--- src/rtl/mem_arbiter_if.sv ---
// mem_arbiter_if: fetch-port, data-port and memory-side signals of mem_arbiter.
//   slave  : arbiter view (takes requests and memory responses, drives grants,
//            read data, valid pulses, memory strobes and stalls)
//   master : environment view (requesters and memory model)
interface mem_arbiter_if;
  localparam int unsigned AW = 16;
  localparam int unsigned DW = 16;

  // fetch port
  logic          if_req;
  logic [AW-1:0] if_addr;
  logic [DW-1:0] if_rdata;
  logic          if_valid;
  // data port
  logic          d_ren;
  logic          d_wen;
  logic [AW-1:0] d_addr;
  logic [DW-1:0] d_wdata;
  logic [DW-1:0] d_rdata;
  logic          d_valid;
  // memory side
  logic          mem_req;
  logic          mem_we;
  logic [AW-1:0] mem_addr;
  logic [DW-1:0] mem_wdata;
  logic [DW-1:0] mem_rdata;
  logic          mem_ack;
  // pipeline stalls
  logic          stall_if;
  logic          stall_mem;

  modport slave (
    input  if_req, if_addr, d_ren, d_wen, d_addr, d_wdata, mem_rdata, mem_ack,
    output if_rdata, if_valid, d_rdata, d_valid,
    output mem_req, mem_we, mem_addr, mem_wdata, stall_if, stall_mem
  );

  modport master (
    output if_req, if_addr, d_ren, d_wen, d_addr, d_wdata, mem_rdata, mem_ack,
    input  if_rdata, if_valid, d_rdata, d_valid,
    input  mem_req, mem_we, mem_addr, mem_wdata, stall_if, stall_mem
  );
endinterface

--- src/rtl/mem_arbiter.sv ---
// mem_arbiter: shares one single-ported memory between an instruction-fetch
// requester and a data-stage requester. Data normally wins; after
// MAX_DATA_RUN data grants that bypassed a waiting fetch, the fetch wins.
// Ports:
//   clk  - rising-edge clock
//   rst  - asynchronous active-high reset
//   bus  - mem_arbiter_if.slave: fetch port (if_*), data port (d_*),
//          memory port (mem_*), combinational stalls (stall_if, stall_mem)
module mem_arbiter #(
  parameter int unsigned MAX_DATA_RUN = 4
) (
  input  logic          clk,
  input  logic          rst,
  mem_arbiter_if.slave  bus
);
  localparam int unsigned AW = 16;
  localparam int unsigned DW = 16;
  localparam int unsigned CW = 3;
  localparam logic [CW-1:0] MAX_RUN = CW'(MAX_DATA_RUN);
  localparam logic [CW-1:0] RUN_SAT = '1;

  typedef enum logic [1:0] {
    IDLE    = 2'd0,
    IF_BUSY = 2'd1,
    D_BUSY  = 2'd2
  } state_t;

  state_t state;
  state_t next_state;

  // registered outputs and their next values
  logic          mem_req_q,   mem_req_d;
  logic          mem_we_q,    mem_we_d;
  logic [AW-1:0] mem_addr_q,  mem_addr_d;
  logic [DW-1:0] mem_wdata_q, mem_wdata_d;
  logic [DW-1:0] if_rdata_q,  if_rdata_d;
  logic [DW-1:0] d_rdata_q,   d_rdata_d;
  logic          if_valid_q,  if_valid_d;
  logic          d_valid_q,   d_valid_d;
  logic [CW-1:0] run_cnt_q,   run_cnt_d;

  // grant decision terms, only meaningful in IDLE
  logic data_elig;
  logic fetch_elig;
  logic data_win;
  logic fetch_win;

  // A requester that is in its valid cycle is already served and is not eligible.
  assign data_elig  = (bus.d_ren | bus.d_wen) & ~d_valid_q;
  assign fetch_elig = bus.if_req & ~if_valid_q;
  assign data_win   = data_elig & ((run_cnt_q < MAX_RUN) | ~fetch_elig);
  assign fetch_win  = fetch_elig & ~data_win;

  // State register
  always_ff @(posedge clk or posedge rst) begin
    if (rst) begin
      state <= IDLE;
    end else begin
      state <= next_state;
    end
  end

  // Next-state logic
  always_comb begin
    next_state = state;
    unique case (state)
      IDLE: begin
        if (data_win) begin
          next_state = D_BUSY;
        end else if (fetch_win) begin
          next_state = IF_BUSY;
        end
      end
      IF_BUSY: begin
        if (bus.mem_ack) begin
          next_state = IDLE;
        end
      end
      D_BUSY: begin
        if (bus.mem_ack) begin
          next_state = IDLE;
        end
      end
      default: next_state = IDLE;
    endcase
  end

  // Output logic: next values of the registered outputs
  always_comb begin
    mem_req_d   = mem_req_q;
    mem_we_d    = mem_we_q;
    mem_addr_d  = mem_addr_q;
    mem_wdata_d = mem_wdata_q;
    if_rdata_d  = if_rdata_q;
    d_rdata_d   = d_rdata_q;
    if_valid_d  = 1'b0;
    d_valid_d   = 1'b0;
    run_cnt_d   = run_cnt_q;
    unique case (state)
      IDLE: begin
        if (data_win) begin
          mem_req_d   = 1'b1;
          mem_we_d    = bus.d_wen;
          mem_addr_d  = bus.d_addr;
          mem_wdata_d = bus.d_wdata;
          // count only the data grants that bypassed a waiting fetch
          if (fetch_elig) begin
            run_cnt_d = (run_cnt_q == RUN_SAT) ? RUN_SAT : run_cnt_q + CW'(1);
          end else begin
            run_cnt_d = '0;
          end
        end else if (fetch_win) begin
          mem_req_d  = 1'b1;
          mem_we_d   = 1'b0;
          mem_addr_d = bus.if_addr;
          run_cnt_d  = '0;
        end
      end
      IF_BUSY: begin
        if (bus.mem_ack) begin
          if_rdata_d = bus.mem_rdata;
          if_valid_d = 1'b1;
          mem_req_d  = 1'b0;
          mem_we_d   = 1'b0;
        end
      end
      D_BUSY: begin
        // mem_we_q remembers read vs write; d_ren/d_wen are not looked at here
        if (bus.mem_ack) begin
          if (!mem_we_q) begin
            d_rdata_d = bus.mem_rdata;
          end
          d_valid_d = 1'b1;
          mem_req_d = 1'b0;
          mem_we_d  = 1'b0;
        end
      end
      default: begin
        mem_req_d = 1'b0;
        mem_we_d  = 1'b0;
      end
    endcase
  end

  // Output and run-counter registers
  always_ff @(posedge clk or posedge rst) begin
    if (rst) begin
      mem_req_q   <= 1'b0;
      mem_we_q    <= 1'b0;
      mem_addr_q  <= '0;
      mem_wdata_q <= '0;
      if_rdata_q  <= '0;
      d_rdata_q   <= '0;
      if_valid_q  <= 1'b0;
      d_valid_q   <= 1'b0;
      run_cnt_q   <= '0;
    end else begin
      mem_req_q   <= mem_req_d;
      mem_we_q    <= mem_we_d;
      mem_addr_q  <= mem_addr_d;
      mem_wdata_q <= mem_wdata_d;
      if_rdata_q  <= if_rdata_d;
      d_rdata_q   <= d_rdata_d;
      if_valid_q  <= if_valid_d;
      d_valid_q   <= d_valid_d;
      run_cnt_q   <= run_cnt_d;
    end
  end

  assign bus.mem_req   = mem_req_q;
  assign bus.mem_we    = mem_we_q;
  assign bus.mem_addr  = mem_addr_q;
  assign bus.mem_wdata = mem_wdata_q;
  assign bus.if_rdata  = if_rdata_q;
  assign bus.d_rdata   = d_rdata_q;
  assign bus.if_valid  = if_valid_q;
  assign bus.d_valid   = d_valid_q;

  // Stalls are combinational so the pipeline freezes in the request cycle.
  assign bus.stall_if  = bus.if_req & ~if_valid_q;
  assign bus.stall_mem = (bus.d_ren | bus.d_wen) & ~d_valid_q;

endmodule

--- src/flat_wrapper.sv ---
// flat-port wrapper written by rule: the top's interface ports become plain ports
module mem_arbiter_flat 
#(
  parameter int unsigned MAX_DATA_RUN = 4
)
  (clk, rst, bus_if_req, bus_if_addr, bus_d_ren, bus_d_wen, bus_d_addr, bus_d_wdata, bus_mem_rdata, bus_mem_ack, bus_if_rdata, bus_if_valid, bus_d_rdata, bus_d_valid, bus_mem_req, bus_mem_we, bus_mem_addr, bus_mem_wdata, bus_stall_if, bus_stall_mem);
  mem_arbiter_if bus_i ();
  input  logic clk;
  input  logic rst;
  input wire logic [$bits(bus_i.if_req)-1:0] bus_if_req;
  input wire logic [$bits(bus_i.if_addr)-1:0] bus_if_addr;
  input wire logic [$bits(bus_i.d_ren)-1:0] bus_d_ren;
  input wire logic [$bits(bus_i.d_wen)-1:0] bus_d_wen;
  input wire logic [$bits(bus_i.d_addr)-1:0] bus_d_addr;
  input wire logic [$bits(bus_i.d_wdata)-1:0] bus_d_wdata;
  input wire logic [$bits(bus_i.mem_rdata)-1:0] bus_mem_rdata;
  input wire logic [$bits(bus_i.mem_ack)-1:0] bus_mem_ack;
  output wire logic [$bits(bus_i.if_rdata)-1:0] bus_if_rdata;
  output wire logic [$bits(bus_i.if_valid)-1:0] bus_if_valid;
  output wire logic [$bits(bus_i.d_rdata)-1:0] bus_d_rdata;
  output wire logic [$bits(bus_i.d_valid)-1:0] bus_d_valid;
  output wire logic [$bits(bus_i.mem_req)-1:0] bus_mem_req;
  output wire logic [$bits(bus_i.mem_we)-1:0] bus_mem_we;
  output wire logic [$bits(bus_i.mem_addr)-1:0] bus_mem_addr;
  output wire logic [$bits(bus_i.mem_wdata)-1:0] bus_mem_wdata;
  output wire logic [$bits(bus_i.stall_if)-1:0] bus_stall_if;
  output wire logic [$bits(bus_i.stall_mem)-1:0] bus_stall_mem;
  assign bus_i.if_req = bus_if_req;
  assign bus_i.if_addr = bus_if_addr;
  assign bus_i.d_ren = bus_d_ren;
  assign bus_i.d_wen = bus_d_wen;
  assign bus_i.d_addr = bus_d_addr;
  assign bus_i.d_wdata = bus_d_wdata;
  assign bus_i.mem_rdata = bus_mem_rdata;
  assign bus_i.mem_ack = bus_mem_ack;
  assign bus_if_rdata = bus_i.if_rdata;
  assign bus_if_valid = bus_i.if_valid;
  assign bus_d_rdata = bus_i.d_rdata;
  assign bus_d_valid = bus_i.d_valid;
  assign bus_mem_req = bus_i.mem_req;
  assign bus_mem_we = bus_i.mem_we;
  assign bus_mem_addr = bus_i.mem_addr;
  assign bus_mem_wdata = bus_i.mem_wdata;
  assign bus_stall_if = bus_i.stall_if;
  assign bus_stall_mem = bus_i.stall_mem;
  mem_arbiter #(.MAX_DATA_RUN(MAX_DATA_RUN)) u_core (.clk(clk), .rst(rst), .bus(bus_i));
endmodule
--- config.mk ---
export PLATFORM = sky130hd
export DESIGN_NAME = mem_arbiter_flat
export DESIGN_NICKNAME = d
export VERILOG_FILES = /design/src/rtl/mem_arbiter_if.sv /design/src/rtl/mem_arbiter.sv /design/src/flat_wrapper.sv
export SDC_FILE = /design/constraint.sdc
export NUM_CORES = 1
export LEC_CHECK = 0
export CAP_MARGIN = 20
export CORE_MARGIN = 2
export CORE_UTILIZATION = 38
export DETAILED_ROUTE_END_ITERATION = 10
export PLACE_DENSITY = 0.79
export RECOVER_POWER = 25
export SLEW_MARGIN = 5
export SYNTH_ARGS = -nofsm -noshare
export SYNTH_HDL_FRONTEND = slang
export SYNTH_SLANG_ARGS = --single-unit
--- constraint.sdc ---
create_clock -name clk -period 2.2 [get_ports clk]
set_input_delay 0.44 -clock clk [delete_from_list [all_inputs] [get_ports clk]]
set_output_delay 0.44 -clock clk [all_outputs]
set_load 0.01 [all_outputs]
Yosys cells after proc, flatten, opt, wreduce, memory -nomap -nowiden
Index checks and enable logic that the tools add are counted.
{"block": "word_totals", "ff_bits": 73, "latchBits": 0, "ram_bits": 0, "mem_bits_ro": 0, "input_bits": 70, "memories": 0}
{"block": "op_classes", "addsub": 1, "mul": 0, "div_mod_pow": 0, "magnitude_cmp": 1, "n_eq_ne": 5, "n_shift": 0, "mux": 20, "bitwise": 11, "n_reduce_logical": 8}
{"cell": "16-bit two-way mux", "count": 2}
{"cell": "3-bit two-way mux", "count": 4}
{"cell": "1-bit two-way mux", "count": 8}
{"cell": "2-bit AND reduction", "count": 4}
{"cell": "2-bit two-way mux", "count": 3}
{"cell": "1-bit inverter", "count": 5}
{"cell": "1-bit AND", "count": 4}
{"cell": "1-bit one-hot mux with 2 select lines", "count": 2}
{"cell": "2-bit one-hot mux with 2 select lines", "count": 1}
{"cell": "3-bit by 1-bit adder with 3-bit output (second input constant)", "count": 1}
{"cell": "3-bit equality test (second input constant)", "count": 1}
{"cell": "3-bit less-than comparator (second input constant)", "count": 1}
{"cell": "3-bit by 1-bit != test with 1-bit output (second input constant)", "count": 1}
{"cell": "3-bit AND reduction", "count": 1}
{"cell": "2-bit by 1-bit equality test with 1-bit output (second input constant)", "count": 1}
{"cell": "2-bit equality test (second input constant)", "count": 1}
{"cell": "2-bit logical NOT", "count": 1}
{"cell": "2-bit by 1-bit != test with 1-bit output (second input constant)", "count": 1}
{"cell": "1-bit bitwise OR", "count": 2}
{"cell": "2-bit nonzero test", "count": 1}
{"cell": "2-bit OR reduction", "count": 1}

Depth between registers and ports, before layout
{"block": "depth", "ltp_word": 10, "depth_mapped": 7, "ltp_nobuf": 5}

Worst setup path before layout
OpenSTA, ideal clock, no wires.
{"block": "synth_path", "path_type": "reg-to-reg", "startpoint": "register u_core.state[0]", "endpoint": "register u_core.d_rdata_q[0], in the netlist u_core.bus.d_rdata[0]", "setup_time_ps": 125, "arrival_time_ps": 1407, "setup_slack_ps": 668, "stages_incl_launch_ff": 8, "path_buffers": 2, "synth_period_minus_slack_ps": 1532, "path_cell_list": "dfrtp_1 > inv_1 > ha_1 > and2_2 > nand2b_1 > buf_4 > buf_6 > mux2_4"}
{"block": "synth_via", "elab_chain_len": 2}
{"element": "start, declared", "line": "mem_arbiter.sv:28", "text": "state_t state;"}
{"element": "start signal, assigned", "line": "mem_arbiter.sv:59", "text": "state <= next_state;"}
{"element": "2-bit equality test", "line": "mem_arbiter.sv:99", "text": "unique case (state)"}
{"element": "3-bit AND reduction (no line)"}
{"element": "end signal, assigned", "line": "mem_arbiter.sv:163", "text": "d_rdata_q <= d_rdata_d;"}
{"element": "end, declared", "line": "mem_arbiter.sv:37", "text": "logic [DW-1:0] d_rdata_q, d_rdata_d;"}
No other way between the ends.
A chain may end at the register's enable or synchronous reset.

Worst setup path in the final report
{"block": "layout_path", "startpoint": "input port bus_d_wen", "endpoint": "output port bus_stall_mem"}
{"block": "layout_via", "elab_chain_len": 2}
{"element": "start, declared", "line": "flat_wrapper.sv:13", "text": "input wire logic [$bits(bus_i.d_wen)-1:0] bus_d_wen;"}
{"element": "1-bit bitwise OR", "line": "mem_arbiter.sv:181", "text": "assign bus.stall_mem = (bus.d_ren | bus.d_wen) & ~d_valid_q;"}
{"element": "1-bit AND", "line": "mem_arbiter.sv:181"}
{"element": "end, declared", "line": "flat_wrapper.sv:27", "text": "output wire logic [$bits(bus_i.stall_mem)-1:0] bus_stall_mem;"}
No other way between the ends.

==> summary.txt <==
outcome = finished, final reports clean
first-pass GRT wire length = 13.9 mm
critical path's top delay family = buffers and inverters
fraction of registers with async set or reset after synthesis = 100%
final core occ = 60.6%
number of global-route vias before repair = 2799
critical path buffer and inverter count = 3
Post-route DRC = 0
post-synth top area share = 55.7%
initial antenna violation count = 0
total setup buffers inserted after CTS = 0
Post-synth top flop = dfrtp_1
CTS resizes = 0
# port buffers = 139
CP most frequent cell = clkdlybuf4s50_1
Critical-path top delay cell = clkdlybuf4s50_1
Sw Pwr = 2320 uW
GRT Overall Usage = 18.2%
Gate Count Post-Synth = 246
FF+latch area = 1830 sq um
via count = 2620
Slew headroom = 49.7%
Via density = 5.24
Clock Skews = 0.00851 ns
Min-Delay Path Class = reg -> reg
clock latency on the worst-skew pair = 0.34 ns
Syn Std Cell Area = 3280 sq um
area of the multi-input gates = 1300 sq um
Die W = 96.9 microns
Starting Density = 39.5%
pin count of the biggest net entering global routing = 31
post-route ant nets = 0
Sw Share = 31.9%
worst-case clock buffer depth = 2
synth unique cells = 36
root buffer cell = clkbuf_8
crit-path cells = clkdlybuf4s50_1 -> o21bai_4 -> clkinv_2 -> clkdlybuf4s50_1
Comb power frac = 50.0%
H-Tree Depth = 3
Clock Sinks = 73
slowest stage delay, CP = 0.55 ns
top post-synthesis cells by area = dfrtp_1 (56%), mux2_2 (10%), mux2_4 (9.2%)
final cell count without fillers = 500
Layout area overhead = 53.4%
Core Region = 8300 sq um
Core Rows = 33
Syn Area/Cell = 13.3 sq um
# setup viols final = 0
P_int = 4960 uW
clock buffer count from CTS = 9
post-synthesis sequential area ratio = 55.7%
Pwr Density = 1450 nW/um^2
CP startpoint kind = input port
unrepaired setup endpoints after global routing = false
final worst-path cycle share = 96.3%
Overflow after GRT = 0
ANT cells = 0
Pwr Total = 7270 uW
VDD IR max = 0.638 mV
Cell Area, Placed = 4820 sq um
crit end category = output port
LEAKAGE = 0.00214 uW
fin crit period = 2.12 ns
dpl hpwl = 6.16 mm
MaxCap Viol Count = 0
FILL cells = 660
clock power share = 17.3%
io pins = 140
cts hold-fix bufs = 0
final hold violations = 0
Placer Congestion = 0.763
Wirelength per Cell = 16.8 microns
Peak Freq = 0.472 GHz
Slew Limit Fails = 0
post-route cell area = 5030 sq um
EDFF count, synth = 0
Crit Path Max Fanout = 2
Yosys reg bits = 73
die area = 9390 sq um
share of cells above drive strength 1 = 22.0%
worst-margin pin slew = 0.754 ns
critical path class = in -> out
net count after synthesis = 320
height of the die = 96.9 microns
Nets = 465
initial drt markers = 71
WP data required = 1.76 ns
CTS clk-pin slew, worst paths = 0.07 ns
Yosys top cell by area = dfrtp_1
TritonCTS clock tree = built
Critical Path AT = 1.68 ns
total wire length = 8.39 mm
Yosys warnings = 0
First-pass DRT Iterations = 4
Flop pwr share = 32.7%
post-placement cell count = 485
setup TNS = 0 ns
## worst reg2reg max path: cells and delay by family, from the launching register on
family	cells	cell delay (ns)
and+or+nand+nor	1	0.63
DFF	1	0.40
adders and majority gates	1	0.33
AOI/OAI and AO/OA	2	0.31
buffers and inverters	1	0.11
## cell usage after synthesis (all sizes together) (2+ instances only)
cell type  instances
nand2              4
nand3             18
nor2b              2
a22o               2
ha                 4
buf               17
a31oi             16
nand4              2
clkbuf             2
a21oi              2
a211oi            16
mux2              49
dfrtp             73
nand2b             3
o21ai             17
and3b              2
inv                5
## sequential cells by signal (all words and copies together) (netlist names)
signal                count
u_core.state              2
u_core.bus.if_rdata      16
u_core.run_cnt_q          3
u_core.bus.d_rdata       16
u_core.bus.if_valid       1
u_core.bus.mem_addr      16
u_core.bus.mem_wdata     16
u_core.bus.mem_req        1
u_core.bus.d_valid        1
u_core.bus.mem_we         1
## cells in the final DEF (no fill, tap or decap), types with 2 or more instances in the layout
master	instances
clkdlybuf4s50_1	138
dfrtp_1	73
mux2_2	29
mux2_4	20
nand3_1	17
a211oi_1	16
a31oi_1	16
o21ai_0	15
buf_4	11
clkbuf_8	10
nand2_1	4
inv_1	4
ha_1	4
nand2b_1	3
bufinv_16	3
nor2b_1	2
a21oi_1	2
clkinv_2	2
a22o_1	2
and3b_1	2
nand4_1	2
clkbuf_2	2
## path summary, 6_finish.rpt
check	depth (start not counted)	from	slack, ns	endpoint
max	4	bus_d_wen	0.08	bus_stall_mem
min	1	u_core.bus.mem_req$_DFFE_PP0P_	0.49	u_core.bus.mem_req$_DFFE_PP0P_
max reg2reg	5	u_core.state[1]$_DFFE_PP0P_	0.33	u_core.bus.mem_addr[7]$_DFFE_PP0P_
min reg2reg	1	u_core.bus.mem_req$_DFFE_PP0P_	0.49	u_core.bus.mem_req$_DFFE_PP0P_
max in group asynchronous	3	rst	0.42	u_core.bus.mem_addr[14]$_DFFE_PP0P_
min in group asynchronous	2	rst	0.64	u_core.bus.d_valid$_DFF_PP0_
## layout make-up
| cell class | instances | share of cell area (%) |
|---|---|---|
| Sequential cell | 73 | 36.3 |
| Clock inverter | 5 | 2.07 |
| Inverter | 6 | 0.498 |
| Clock buffer | 10 | 2.74 |
| Timing Repair Buffer | 153 | 29.9 |
| Tap cell | 105 | 2.61 |
| Multi-Input combinational cell | 148 | 25.9 |
## routing by layer
layer | wire [microns] | part of all wire [%] | global-route usage [%] | vias to the layer above
met5 | 0 | 0 | 0 | -
met4 | 73 | 0.87 | 3.79 | 0
met3 | 772 | 9.2 | 7.01 | 8
met2 | 4180 | 50 | 29.8 | 142
met1 | 3370 | 40 | 23.1 | 1275
li1 | - | - | - | 1195
## power groups by stage
stage / Combinational (uW) / Sequential [uW] / Clock (uW)
floorplan: 1670 / 2650 / 0
global placement: 3570 / 2370 / 0
detailed placement: 3670 / 2400 / 0
CTS: 3690 / 2390 / 1310
global route: 3900 / 2460 / 1360
finish: 3630 / 2380 / 1260
## cells by family (layout without fill, tap and decap cells)
family	count (synthesis)	in the layout	share of synthesized area, %
flops	73	73	55.7
compound gates	59	59	12.2
mux	49	49	19.1
simple gates	36	36	6.79
buf+inv	25	174	4.62
fa+ha+maj	4	4	1.53
## through the flow
stage / setup slack (ns) / hold WS [ns]
2_1_floorplan: 0.668 / 0.477
4_1_cts: 0.0809 / 0.455
3_5_place_dp: 0.0102 / 0.486
6_report: 0.0815 / 0.495
3_3_place_gp: 0.0794 / 0.483
5_1_grt: 0.0291 / 0.525
(Power assumes the default switching activity.)
